`src/rtl/online_result_collector.sv`:
```
// Collects the MSD-first signed-digit stream of the radix-2 online multiplier and
// converts it on the fly into a two's-complement result. Optional: ONLINE_COLLECT_DIGIT_CHECK_EN.
module online_result_collector #(
  parameter int no_of_digits = 4,
  parameter int radix_bits   = 2,
  parameter int radix        = 2,
  parameter int delta        = 3
) (
  input  logic                    clk,
  input  logic                    reset_n,
  input  logic                    start,
  input  logic                    full_result_sel,
  input  logic [radix_bits-1:0]   z_in,
  output logic [2*no_of_digits:0] result,
  output logic                    result_valid,
  input  logic                    result_ready,
  output logic                    busy,
  output logic                    start_drop,
  output logic                    digit_err
);
  localparam int W     = 2*no_of_digits + 1;
  localparam int CW    = $clog2(2*no_of_digits + delta + 2);
  localparam int SHIFT = $clog2(radix);
  localparam logic [radix_bits-1:0] DIG_POS = radix_bits'(1);
  localparam logic [radix_bits-1:0] DIG_NEG = {radix_bits{1'b1}};
  localparam logic [CW-1:0] ONE         = CW'(1);
  localparam logic [CW-1:0] SKIP_LAST   = CW'(delta > 0 ? delta - 1 : 0);
  localparam logic [CW-1:0] K_LAST_RED  = CW'(no_of_digits - 1);
  localparam logic [CW-1:0] K_LAST_FULL = CW'(2*no_of_digits - 1);

  typedef enum logic [1:0] {S_IDLE, S_SKIP, S_COLLECT, S_HOLD} state_t;

  state_t        state_q;
  logic [W-1:0]  q_q, qm_q, q_d, qm_d, q_base, qm_base, result_q;
  logic [CW-1:0] cnt_q, cnt_cap, k_last;
  logic          full_sel_q, valid_q, busy_q, drop_q;
  logic          accept, cap, in_open, dig_pos, dig_neg;

  always_comb begin
    in_open = (state_q == S_IDLE) || (state_q == S_HOLD);
    accept  = start && ((state_q == S_IDLE) || ((state_q == S_HOLD) && result_ready));
    // With zero online delay the digit in the start cycle is already a result digit.
    cap     = (state_q == S_COLLECT) || (accept && (delta == 0));
    cnt_cap = (state_q == S_COLLECT) ? cnt_q : CW'(0);
    if (state_q == S_COLLECT) k_last = full_sel_q ? K_LAST_FULL : K_LAST_RED;
    else                      k_last = full_result_sel ? K_LAST_FULL : K_LAST_RED;
    q_base  = in_open ? '0 : q_q;
    qm_base = in_open ? '1 : qm_q;
    dig_pos = (z_in == DIG_POS);
    dig_neg = (z_in == DIG_NEG);
    if (dig_pos) begin
      q_d  = (q_base << SHIFT) | W'(1);
      qm_d = q_base << SHIFT;
    end else if (dig_neg) begin
      q_d  = (qm_base << SHIFT) | W'(1);
      qm_d = qm_base << SHIFT;
    end else begin
      q_d  = q_base << SHIFT;
      qm_d = (qm_base << SHIFT) | W'(1);
    end
  end

  always_ff @(posedge clk) begin
    if (!reset_n) begin
      state_q    <= S_IDLE;
      q_q        <= '0;
      qm_q       <= '1;
      result_q   <= '0;
      cnt_q      <= '0;
      full_sel_q <= 1'b0;
      valid_q    <= 1'b0;
      busy_q     <= 1'b0;
      drop_q     <= 1'b0;
    end else begin
      if (start && !accept) drop_q <= 1'b1;
      case (state_q)
        S_SKIP: begin
          cnt_q <= cnt_q + ONE;
          if (cnt_q == SKIP_LAST) begin
            state_q <= S_COLLECT;
            cnt_q   <= '0;
          end
        end
        S_HOLD: begin
          if (result_ready) begin
            valid_q <= 1'b0;
            q_q     <= '0;
            qm_q    <= '1;
            state_q <= S_IDLE;
          end
        end
        default: begin
        end
      endcase
      // Index 0 is consumed by the accepting edge itself, so the count starts at 1.
      if (accept) begin
        full_sel_q <= full_result_sel;
        busy_q     <= 1'b1;
        q_q        <= '0;
        qm_q       <= '1;
        state_q    <= (delta <= 1) ? S_COLLECT : S_SKIP;
        cnt_q      <= (delta <= 1) ? CW'(0) : ONE;
      end
      if (cap) begin
        q_q   <= q_d;
        qm_q  <= qm_d;
        cnt_q <= cnt_cap + ONE;
        if (cnt_cap == k_last) begin
          result_q <= q_d;
          valid_q  <= 1'b1;
          busy_q   <= 1'b0;
          state_q  <= S_HOLD;
        end else begin
          state_q  <= S_COLLECT;
        end
      end
    end
  end

`ifdef ONLINE_COLLECT_DIGIT_CHECK_EN
  localparam logic [radix_bits-1:0] DIG_ILL = DIG_POS << (radix_bits - 1);
  logic err_q;

  always_ff @(posedge clk) begin
    if (!reset_n)                   err_q <= 1'b0;
    else if (cap && z_in == DIG_ILL) err_q <= 1'b1;
  end

  assign digit_err = err_q;
`else
  assign digit_err = 1'b0;
`endif

  assign result       = result_q;
  assign result_valid = valid_q;
  assign busy         = busy_q;
  assign start_drop   = drop_q;

endmodule

```
`config.mk`:
```
export PLATFORM = sky130hd
export DESIGN_NAME = online_result_collector
export DESIGN_NICKNAME = d
export VERILOG_FILES = /design/src/rtl/online_result_collector.sv
export SDC_FILE = /design/constraint.sdc
export NUM_CORES = 1
export LEC_CHECK = 0
export ABC_CLOCK_PERIOD_IN_PS = 3200
export BUFFER_PORTS_ARGS = -buffer_cell sky130_fd_sc_hd__buf_2
export CORE_MARGIN = 4
export CORE_UTILIZATION = 40
export CTS_CLUSTER_DIAMETER = 30
export DETAILED_ROUTE_END_ITERATION = 7
export GPL_TIMING_DRIVEN = 1
export SLEW_MARGIN = 20
export SYNTH_ARGS = -nofsm -noshare
export SYNTH_HDL_FRONTEND = slang
export SYNTH_SLANG_ARGS = --single-unit
```
`constraint.sdc`:
```
create_clock -name clk -period 3.2 [get_ports clk]
set_input_delay 0 -clock clk [delete_from_list [all_inputs] [get_ports clk]]
set_output_delay 0 -clock clk [all_outputs]
set_load 0.02 [all_outputs]
```
After elaboration in Yosys (flattened, before gate mapping)
Cells that the tools add are included.

Equality and inequality tests: 9. $add $sub $neg: 2. Muxes and demuxes: 35. Reduce and logical (&&, ||, !) cells: 14.

Operators with widths (number): 8-bit 2-to-1 mux (11); 4-bit 2-to-1 mux (6); 9-bit 2-to-1 mux (2); 1-bit 2-to-1 mux (9); 3-bit nonzero test (3); 4-bit by 1-bit adder with 4-bit output (second input constant) (2); 2-bit 2-to-1 mux (4); 4-bit inequality test (second input constant) (2); 2-bit == test (second input constant) (3); 3-bit 2-to-1 mux (2); 2-bit by 1-bit == test with 1-bit output (second input constant) (2); 4-bit by 2-bit == test with 1-bit output (second input constant) (1); 4-bit == test (1); 2-bit one-hot mux with 2 select lines (1); 2-bit AND reduction (2); 4-bit nonzero test (1); 1-bit logical AND (3); 3-bit AND reduction (1); 2-bit logical NOT (1); 1-bit logical OR (2); 1-bit logical NOT (1).

Bits of input ports: 7. Flip-flop bits (word level): 35. Output and inout port bits: 13.

Longest topological paths before layout
Gate-level depths: netlist of the first run.

Word-level depth: 7. Depth in mapped cells: 11. Gate-level depth less buffers: 8.

Worst setup path before layout of the first run
OpenSTA, ideal clock, no wires.

Path type: register to register. From: reg state_q[0]. To: reg state_q[0]. Library setup time: 0.116 ns. Buffers on the path: 3. Slack: 1.046 ns. Arrival time: 2.038 ns. Data required time: 3.084 ns. Stages on the path, launching flop included: 12. Path through: dfxtp_1 -> inv_1 -> ha_1 -> buf_2 -> clkbuf_1 -> and2_1 -> ha_1 -> nand2_1 -> nor3_4 -> buf_6 -> a221o_1 -> o211a_1.

Word-level cells in the longest chain between the ends: 6. Elaborated cells between the ends (all ways): 18. Those cells by class: eq/ne (6); mux (6); reduce/logical (6).

RTL lines: start, declared (RTL line 33) `state_t state_q;`; start signal, assigned (RTL line 101) `state_q <= (delta <= 1) ? S_COLLECT : S_SKIP;`; 2-bit == test (RTL line 41, 76); 1-bit logical AND (RTL line 41) `accept = start && ((state_q == S_IDLE) || ((state_q == S_HOLD) && result_ready));`; 1-bit logical OR (RTL line 41); 1-bit logical AND (RTL line 41); 4-bit inequality test (no line) (tied with other cells); 3-bit AND reduction (no line) / 2-bit 2-to-1 mux (equally long branches).

Several ways; a longest one is shown, not always the timed one. A chain may end at the register's enable or synchronous reset.

Worst setup path after layout of the first run
From: reg state_q[0]. To: reg result_q[1] (netlist: result[1]).

Word-level cells in the longest chain between the ends: 5. Elaborated cells between the ends (all ways): 12. Those cells by class: eq/ne (3); mux (6); reduce/logical (3).

RTL lines: 2-bit == test / 2-bit logical NOT (equally long branches) (RTL line 40) `in_open = (state_q == S_IDLE) || (state_q == S_HOLD);`; 1-bit logical OR (RTL line 40); 8-bit 2-to-1 mux (on tied branches) (RTL line 47, 48); 9-bit 2-to-1 mux (RTL line 54) `end else if (dig_neg) begin`; 9-bit 2-to-1 mux (RTL line 51) `if (dig_pos) begin`; end signal, assigned (RTL line 109) `result_q <= q_d;`; end, declared (RTL line 34) `logic [W-1:0] q_q, qm_q, q_d, qm_d, q_base, qm_base, result_q;`.

Several ways; a longest one is shown, not always the timed one.

==> qor.csv, run 1 <==
stage;metric;value;unit
status;outcome;finished clean;
worst_setup_path;r2r-end;result[1]$_SDFFE_PN0P_;
synth;synthFlopType;dfxtp_1;
clock_network;tritoncts;yes;
timing;max_freq;452;MHz
synth;synth_seq_area_share;39.4;%
cells_and_area;final_common_cell;dfxtp_1;
global_routing;grtUsageTotal;15.5;%
synth;ys_types;45;
worst_setup_path;crit_required;3420;ps
cells_and_area;design_area;1970;sq um
flow_run;cap_violations;0;
clock_network;clk-insertion-delay-late;280;ps
worst_setup_path;cp_max_fo;19;
timing;maxSlewHeadroom;52.8;%
timing;slew_viol_final;0;
placed_design;place.gp.congestion;0.888;
min_path;worstHoldStart;start;
synth;yosysWarnings;0;
timing;fin_worst_skew;3.66;ps
die;core_area;4140;sq um
timing;timing.final.crit_share;69.2;%
power_and_ir_drop;power.density;693;nW/um^2
synth;synthesis.area;1780;sq um
die;die_h;74.6;microns
worst_setup_path;r2r.worst_path.cells;8;
worst_setup_path;start_kind;flop;
routing;routed_wl;3830;microns
routing;drt_iter0_drc;132;
clock_network;holdBufCountCts;2;
timing;rsz0062_at_grt;false;
synth;synth_edf_count;0;
worst_setup_path;end_kind;flop;
worst_setup_path;critPathKind;reg -> reg;
timing;tightest_slew;706;ps
min_path;holdPathEnd;start_drop$_SDFFE_PN0P_;
die;die_w;74.6;microns
clock_network;post_cts.repair.setup_buffers;0;
routing;vias;1463;
cells_and_area;syn2layout_area_growth;11.0;%
worst_setup_path;ff2ff_setup_slack;990;ps
synth;avgSynthCellArea;9.25;sq um
global_routing;grt_pass1_vias;1451;
clock_network;htreeDepth;2;
cells_and_area;antennaDiodeCount;0;
timing;fin_crit;2210;ps
power_and_ir_drop;p_leak;0.759;nW
global_routing;grt_pass1_wl;6730;microns
cells_and_area;fillers;420;
clock_network;path_clk_slew;70;ps
worst_setup_path;r2r_start;state_q[0]$_SDFFE_PN0P_;
routing;drc_errors;0;
routing;ant_nets;0;
min_path;holdPathStages;3;
global_routing;grt_max_degree;25;
die;io_pins;20;
synth;synth_cells;192;
global_routing;grt-ovfl-total;0;
global_routing;antenna_found_initial;0;
clock_network;cts.sinks;35;
placed_design;dp_hpwl;2740;microns
die;num_rows;23;
clock_network;clock_tree.buffer_depth;2;
timing;setup_viol;0;
clock_network;cts_resized;0;
routing;wire_per_inst;14.9;microns
placed_design;placed_area;1870;sq um
power_and_ir_drop;ir_drop;0.381;mV
min_path;min_path_type;in -> reg;
cells_and_area;most-common-layout-cells;dfxtp_1, buf_2, o22ai_1, and2_1, nand2_1;
timing;report.final.hold_viol_count;0;
synth;syn_nets;207;
timing;finalSetupTns;0;ps
routing;viasPerCell;5.69;
cells_and_area;drive_above_1_share;14.5;%
worst_setup_path;cp.arrival;2430;ps
routing;drt_pass1_iterations;4;
synth;synth_seq_cells;35;
clock_network;numCtsBuffers;5;
placed_design;port_buffers;18;
die;dieArea;5570;sq um
synth;synthArstFlopShare;0;%
clock_network;clockRootBuffer;clkbuf_8;
die;start_util;42.9;%
cells_and_area;finalNetCount;221;
stage by stage:
step                      util, %  total power [W]  std cells  hold slack [ps]  setup WS (ps)
after floorplan                 -         0.000945        192             90.3           1050
after global placement       45.0          0.00105        247              251           1050
after detailed placement     45.0          0.00106        247              266            981
after CTS                    47.6          0.00137        257             55.7            974
after global routing         47.6          0.00146        257             87.2            732
final                        47.6          0.00137        257             62.8            987
worst max path at each step:
stage               cells after the start               startpoint  slack (ps)                       to
floorplan                              11  state_q[0]$_SDFFE_PN0P_        1050  state_q[0]$_SDFFE_PN0P_
global placement                        8  state_q[0]$_SDFFE_PN0P_        1050   result[1]$_SDFFE_PN0P_
detailed placement                      8  state_q[0]$_SDFFE_PN0P_         980   result[1]$_SDFFE_PN0P_
CTS                                     8  state_q[0]$_SDFFE_PN0P_         970   result[7]$_SDFFE_PN0P_
global route                            8  state_q[0]$_SDFFE_PN0P_         730   result[6]$_SDFFE_PN0P_
finish                                  8  state_q[0]$_SDFFE_PN0P_         990   result[1]$_SDFFE_PN0P_
cell families after synthesis:
kind of cell	count (synthesis)	share of synthesized area, %
buffers and inverters	20	5.21
adder cells (fa/ha/maj)	8	5.63
multiplexers	3	1.69
XOR/XNOR	2	0.986
other	1	0.211
AO/OA/AOI/OAI	70	28.9
AND/OR/NAND/NOR	53	17.9
flip-flops	35	39.4
critical path, stage by stage (launching register included):
cell and delay [ps]:
dfxtp_1 350, inv_1 100, ha_1 260, and2_1 160
ha_1 140, nand2_1 100, nor3_4 570, o221ai_1 290
a21boi_1 180
power breakdown:
group          internal [W]  leakage, nW  switching, W
Clock              0.000152       0.0412      0.000157
Combinational      0.000205        0.433      0.000303
Sequential         0.000494        0.285     0.0000546
Total              0.000851        0.759      0.000515
flip-flops by register name (all words and copies together), names as in the netlist:
register,cells
q_q,8
cnt_q,4
qm_q,8
state_q,2
result_valid,1
start_drop,1
busy,1
full_sel_q,1
result,9
final cells by class:
type | count | area, sq um | share of cell area, %
Clock inverter | 2 | 12.5 | 0.635
Inverter | 6 | 22.5 | 1.14
Clock buffer | 6 | 72.6 | 3.68
Multi-Input combinational cell | 137 | 983 | 49.9
Tap cell | 50 | 62.6 | 3.17
Timing Repair Buffer | 21 | 118 | 5.96
Sequential cell | 35 | 701 | 35.5
synthesized netlist by cell type (all sizes together), types with 2 or more instances:
| cell type | n | area share [%] |
|---|---|---|
| o2bb2ai | 7 | 3.5 |
| nor3 | 2 | 1.2 |
| o21ai | 6 | 1.7 |
| a22oi | 2 | 0.84 |
| mux2i | 3 | 1.7 |
| nor2 | 3 | 0.63 |
| ha | 8 | 5.6 |
| a211oi | 2 | 0.84 |
| nand2 | 12 | 2.5 |
| a21oi | 8 | 2.3 |
| and2 | 12 | 4.2 |
| clkbuf | 6 | 1.3 |
| nand2b | 9 | 3.2 |
| a2bb2oi | 7 | 3.5 |
| nor3b | 2 | 0.84 |
| nor2b | 7 | 2.5 |
| a21boi | 8 | 3.4 |
| inv | 6 | 1.3 |
| o22ai | 14 | 4.9 |
| o21a | 2 | 0.84 |
| o221ai | 7 | 3.5 |
| buf | 8 | 2.6 |
| dfxtp | 35 | 39 |
metal layers:
layer	share of wire (%)	routed length, microns	global-route usage, %
met3	5.4	205	4.14
met2	45	1740	24.1
met5	0	0	0
met1	48	1830	20.9
met4	1.4	53	5.34
No activity file was read; power rests on OpenSTA's default activity.
==> inputs of run 2 (changes only) <==
- ABC_CLOCK_PERIOD_IN_PS: 3200 -> 2000
- clock period: 3.2 -> 2 ns (I/O delays scaled with it)
==> run 2 against run 1 <==
Net effect:
- final area is 3.9% higher
- sequential cell count unchanged
- sequential power rose by 61%
- combinational power up 77%
- hold slack gained 18 ps
- critical path type unchanged
- highest routed layer unchanged
- clock skew up 2.2 ps
- register-to-register slack worse by 810 ps
- critical path depth up 1
- fmax increased by 21%
- wire length is 3.0% higher
- sequential share of layout area shrank 1.3 points
- largest cell class unchanged
- global-route usage is essentially flat
==> qor.csv, run 2 (synthesized netlist as in run 1, its figures left out) <==
stage;metric;value;unit
clock_network;cts.sinks;35;
timing;rsz0062_at_grt;false;
power_and_ir_drop;p_leak;0.809;nW
cells_and_area;fin_util;49.4;%
placed_design;dp_hpwl;2770;microns
cells_and_area;most-common-layout-cells;dfxtp_1, buf_2, o22ai_1, and2_1, nand2_1;
global_routing;grtUsageTotal;15.5;%
clock_network;clock_tree.buffer_depth;2;
worst_setup_path;critPathKind;reg -> reg;
timing;report.final.hold_viol_count;0;
global_routing;grt-ovfl-total;0;
min_path;min_path_type;in -> reg;
global_routing;grt_pass1_wl;6640;microns
worst_setup_path;end_kind;flop;
worst_setup_path;start_kind;flop;
die;die_w;74.6;microns
placed_design;port_buffers;18;
placed_design;place.gp.congestion;0.776;
worst_setup_path;cp_cell_sequence;inv_1, ha_2, and2_1, ha_1, nand2_2, nor3_4, buf_4, a221o_1, o211a_1;
worst_setup_path;cp_slowest_cell;dfxtp_2;
global_routing;grt_pass1_vias;1409;
placed_design;dp_cells;256;
die;die_h;74.6;microns
cells_and_area;final_cell_count_no_fill;265;
power_and_ir_drop;ir_drop;0.668;mV
clock_network;numCtsBuffers;5;
clock_network;htreeDepth;2;
status;outcome;finished clean;
routing;drt_iter0_drc;99;
timing;max_freq;549;MHz
power_and_ir_drop;power.density;1120;nW/um^2
cells_and_area;finalNetCount;230;
timing;fin_crit;1820;ps
worst_setup_path;crit_required;2180;ps
timing;slew_viol_final;0;
clock_network;clk-insertion-delay-late;280;ps
routing;drt_pass1_iterations;4;
clock_network;holdBufCountCts;2;
cells_and_area;antennaDiodeCount;0;
worst_setup_path;path_buf_inv;2;
worst_setup_path;cp_top_family;adder cells;
cells_and_area;drive_above_1_share;19.5;%
worst_setup_path;slowest_delay;380;ps
routing;routed_wl;3940;microns
routing;viasPerCell;5.65;
clock_network;post_cts.repair.setup_buffers;0;
timing;setup_viol;0;
cells_and_area;syn2layout_area_growth;15.3;%
routing;vias;1498;
global_routing;antenna_found_initial;0;
die;io_pins;20;
cells_and_area;final_common_cell;dfxtp_1;
die;core_area;4140;sq um
power_and_ir_drop;totalPowerFinal;0.00229;W
die;num_rows;23;
routing;ant_nets;0;
clock_network;tritoncts;yes;
cells_and_area;largest_register_ffs;9;
routing;drc_errors;0;
clock_network;cts_resized;0;
die;dieArea;5570;sq um
routing;wire_per_inst;14.9;microns
cells_and_area;multi_input_area;988;sq um
clock_network;clockRootBuffer;clkbuf_8;
timing;fin_worst_skew;5.83;ps
cells_and_area;fillers;412;
worst_setup_path;cp_max_fo;7;
timing;finalSetupTns;0;ps
cells_and_area;seq_area;702;sq um
global_routing;grt_max_degree;25;
worst_setup_path;cp.arrival;2000;ps
clock_network;path_clk_slew;70;ps
flow_run;cap_violations;0;
die;start_util;42.9;%
timing;timing.final.crit_share;91.1;%
[run 2: metrics by stage]
step / worst slack [ps] / hold WS [ps] / area (sq um)
3_3_place_gp: 251 / 258 / 1940
2_1_floorplan: 22.1 / 90.3 / 1800
4_1_cts: 174 / 78.7 / 2050
5_1_grt: 72.3 / 111 / 2050
3_5_place_dp: 186 / 260 / 1940
6_report: 178 / 80.4 / 2050
[run 2: path summary, 6_finish.rpt]
path                                 from                       to  slack, ps  cells after the start
setup / recovery  state_q[0]$_SDFFE_PN0P_  state_q[0]$_SDFFE_PN0P_        180                      9
hold / removal                      start  start_drop$_SDFFE_PN0P_         80                      3
setup reg to reg  state_q[0]$_SDFFE_PN0P_  state_q[0]$_SDFFE_PN0P_        180                      9
hold reg to reg       q_q[3]$_SDFFE_PN0P_      q_q[3]$_SDFFE_PN0P_        450                      1
[run 2: metal layers]
layer | global-route usage (%) | wire length (microns) | part of all wire, % | up-vias
met5 | 0 | 0 | 0 | -
met4 | 6.72 | 33 | 0.84 | 0
met3 | 3.20 | 180 | 4.6 | 4
met2 | 22.8 | 1710 | 43 | 43
met1 | 21.9 | 2020 | 51 | 701
li1 | - | - | - | 750
[run 2: final cells by class]
cell class	instances	share of cell area (%)
Multi-Input combinational cell	137	48.3
Sequential cell	35	34.3
Timing Repair Buffer	30	9.04
Clock buffer	6	4.03
Tap cell	50	3.05
Inverter	6	1.10
Clock inverter	1	0.244
[run 2: where the power goes]
group          internal (W)  leakage [nW]  switching [W]
registers          0.000792         0.285      0.0000891
clock network      0.000270        0.0470       0.000241
logic              0.000390         0.477       0.000508
total               0.00145         0.809       0.000839
[run 2: tightest hold or removal path: stages]
cell and delay, ps:
buf_2 150, a21oi_1 80, nor2b_1 90
==> inputs of run 3 (changes only) <==
- ABC_CLOCK_PERIOD_IN_PS: 2000 -> 1600
- clock period: 2 -> 1.6 ns (I/O delays scaled with it)
==> run 3 against run 2 <==
Net effect:
- the run now ends with negative setup slack left
- hold slack better by 8.9 ps
- sequential power is 27% higher
- first-iteration DRC count is 77% higher
- clock skew hardly changed
- utilization is 4.6 points higher
- critical endpoint unchanged
==> qor.csv, run 3 (synthesized netlist as in run 1, its figures left out) <==
stage;metric;value;unit
global_routing;busiest_layer;met2;
global_routing;antenna_found_initial;0;
cells_and_area;antennaDiodeCount;0;
cells_and_area;final_common_cell;dfxtp_1;
routing;routed_wl;4100;microns
min_path;worstHoldStart;start;
power_and_ir_drop;power.density;1380;nW/um^2
routing;wire_per_inst;15.0;microns
worst_setup_path;crit_top_cell;ha_4;
global_routing;grt_pass1_vias;1477;
timing;slew_viol_final;0;
worst_setup_path;cp_top_family;flip-flops;
routing;drt_iter0_drc;175;
flow_run;cap_violations;0;
worst_setup_path;cp.arrival;1810;ps
worst_setup_path;cp_cell_sequence;inv_4, ha_4, and2_4, ha_4, nand2_4, nor3_4, buf_12, a221o_1, o211a_1;
placed_design;dp_hpwl;2870;microns
worst_setup_path;end_kind;flop;
routing;drt_pass1_iterations;4;
global_routing;grt-ovfl-total;0;
die;die_h;74.6;microns
clock_network;clk-insertion-delay-late;280;ps
cells_and_area;drive_above_1_share;29.5;%
timing;timing.final.crit_share;102;%
timing;rsz0062_at_grt;true;
placed_design;port_buffers;18;
placed_design;place.gp.congestion;0.831;
die;start_util;42.9;%
global_routing;grt_max_degree;25;
routing;drc_errors;0;
placed_design;post-place-ws;-114;ps
clock_network;tritoncts;yes;
global_routing;grt_use_met1;22.4;%
worst_setup_path;cp_max_fo;8;
worst_setup_path;cp_slowest_cell;dfxtp_4;
routing;ant_nets;0;
clock_network;path_clk_slew;70;ps
worst_setup_path;r2r_start;state_q[0]$_SDFFE_PN0P_;
power_and_ir_drop;p_leak;0.878;nW
min_path;min_path_type;in -> reg;
worst_setup_path;slowest_delay;390;ps
status;outcome;finished, violations left;
global_routing;grt_pass1_wl;6910;microns
die;dieArea;5570;sq um
clock_network;numCtsBuffers;5;
global_routing;grt_use_met3;4.27;%
die;die_w;74.6;microns
timing;setup_viol;2;
die;io_pins;20;
power_and_ir_drop;ir_drop;0.669;mV
clock_network;clock_tree.buffer_depth;2;
cells_and_area;syn2layout_area_growth;26.1;%
die;num_rows;23;
clock_network;clockRootBuffer;clkbuf_8;
clock_network;cts.sinks;35;
timing;fin_crit;1640;ps
timing;report.final.hold_viol_count;0;
timing;max_freq;611;MHz
routing;vias;1554;
timing;finalSetupTns;-45.5;ps
clock_network;htreeDepth;2;
timing;timing.final.ws_setup;-36.6;ps
worst_setup_path;crit_start;state_q[0]$_SDFFE_PN0P_;
routing;viasPerCell;5.67;
timing;fin_worst_skew;5.63;ps
worst_setup_path;start_kind;flop;
status;violations;negative setup slack;
die;core_area;4140;sq um
global_routing;met2_usage;24.4;%
cells_and_area;fillers;393;
worst_setup_path;path_buf_inv;2;
cells_and_area;largest_register_ffs;9;
cells_and_area;most-common-layout-cells;dfxtp_1, buf_2, buf_4, o22ai_1, and2_1;
cells_and_area;finalNetCount;240;
worst_setup_path;critPathKind;reg -> reg;
worst_setup_path;crit_required;1770;ps
global_routing;grtUsageTotal;16.0;%
run 3: changes by cell type in the layout (fill, tap and decap cells not counted), sizes merged:
cell	previous run	this run
clkinv	1	0
buf	28	38
run 3: metal layers:
layer  vias up  routed length [microns]
met4         0                       32
met2        42                     1840
li1        769                        -
met5         -                        0
met1       739                     1980
met3         4                      241
run 3: path summary, 6_finish.rpt:
| path | end | slack (ps) | cells after the start |
|---|---|---|---|
| worst max-delay path | state_q[0]$_SDFFE_PN0P_ | -40 | 9 |
| worst min-delay path | start_drop$_SDFFE_PN0P_ | 90 | 3 |
| worst max register to register | state_q[0]$_SDFFE_PN0P_ | -40 | 9 |
| worst min register to register | q_q[6]$_SDFFE_PN0P_ | 460 | 1 |
run 3: what timing repair did:
item                                    in CTS  in global routing
hold buffers                                 2                  0
buffers inserted                             2                  2
resized for setup                           11                  7
hold endpoints to repair                     2                  0
endpoints found under the setup margin      13                 14
pin swaps                                    4                  1
run 3: metrics by stage:
| stage | util, % | cells | hold WS (ps) | total power (W) | area (sq um) |
|---|---|---|---|---|---|
| finish | 54.0 | 274 | 89.3 | 0.00308 | 2240 |
| CTS | 53.0 | 272 | 79.7 | 0.00303 | 2200 |
| global route | 54.0 | 274 | 99.5 | 0.00330 | 2240 |
| floorplan | - | 192 | 90.3 | 0.00198 | 1830 |
| global placement | 49.3 | 262 | 251 | 0.00232 | 2040 |
| detailed placement | 49.3 | 262 | 267 | 0.00235 | 2040 |
run 3: cell type report:
cell class	instances	area, sq um	share of cell area (%)
Multi-Input combinational cell	137	1080	48.1
Sequential cell	35	709	31.7
Timing Repair Buffer	40	293	13.1
Clock buffer	6	72.6	3.24
Tap cell	50	62.6	2.79
Inverter	6	25.0	1.12
run 3: power breakdown:
group | switching, W | total, W | internal, W
Combinational | 0.000724 | 0.00138 | 0.000652
Sequential | 0.000119 | 0.00112 | 0.00100
Clock | 0.000292 | 0.000582 | 0.000290
run 3: worst register-to-register path: stages, from the launching register on:
cell and delay [ps]:
dfxtp_4 390, inv_4 50, ha_4 150, and2_4 150
ha_4 150, nand2_4 60, nor3_4 50, buf_12 140
a221o_1 260, o211a_1 130
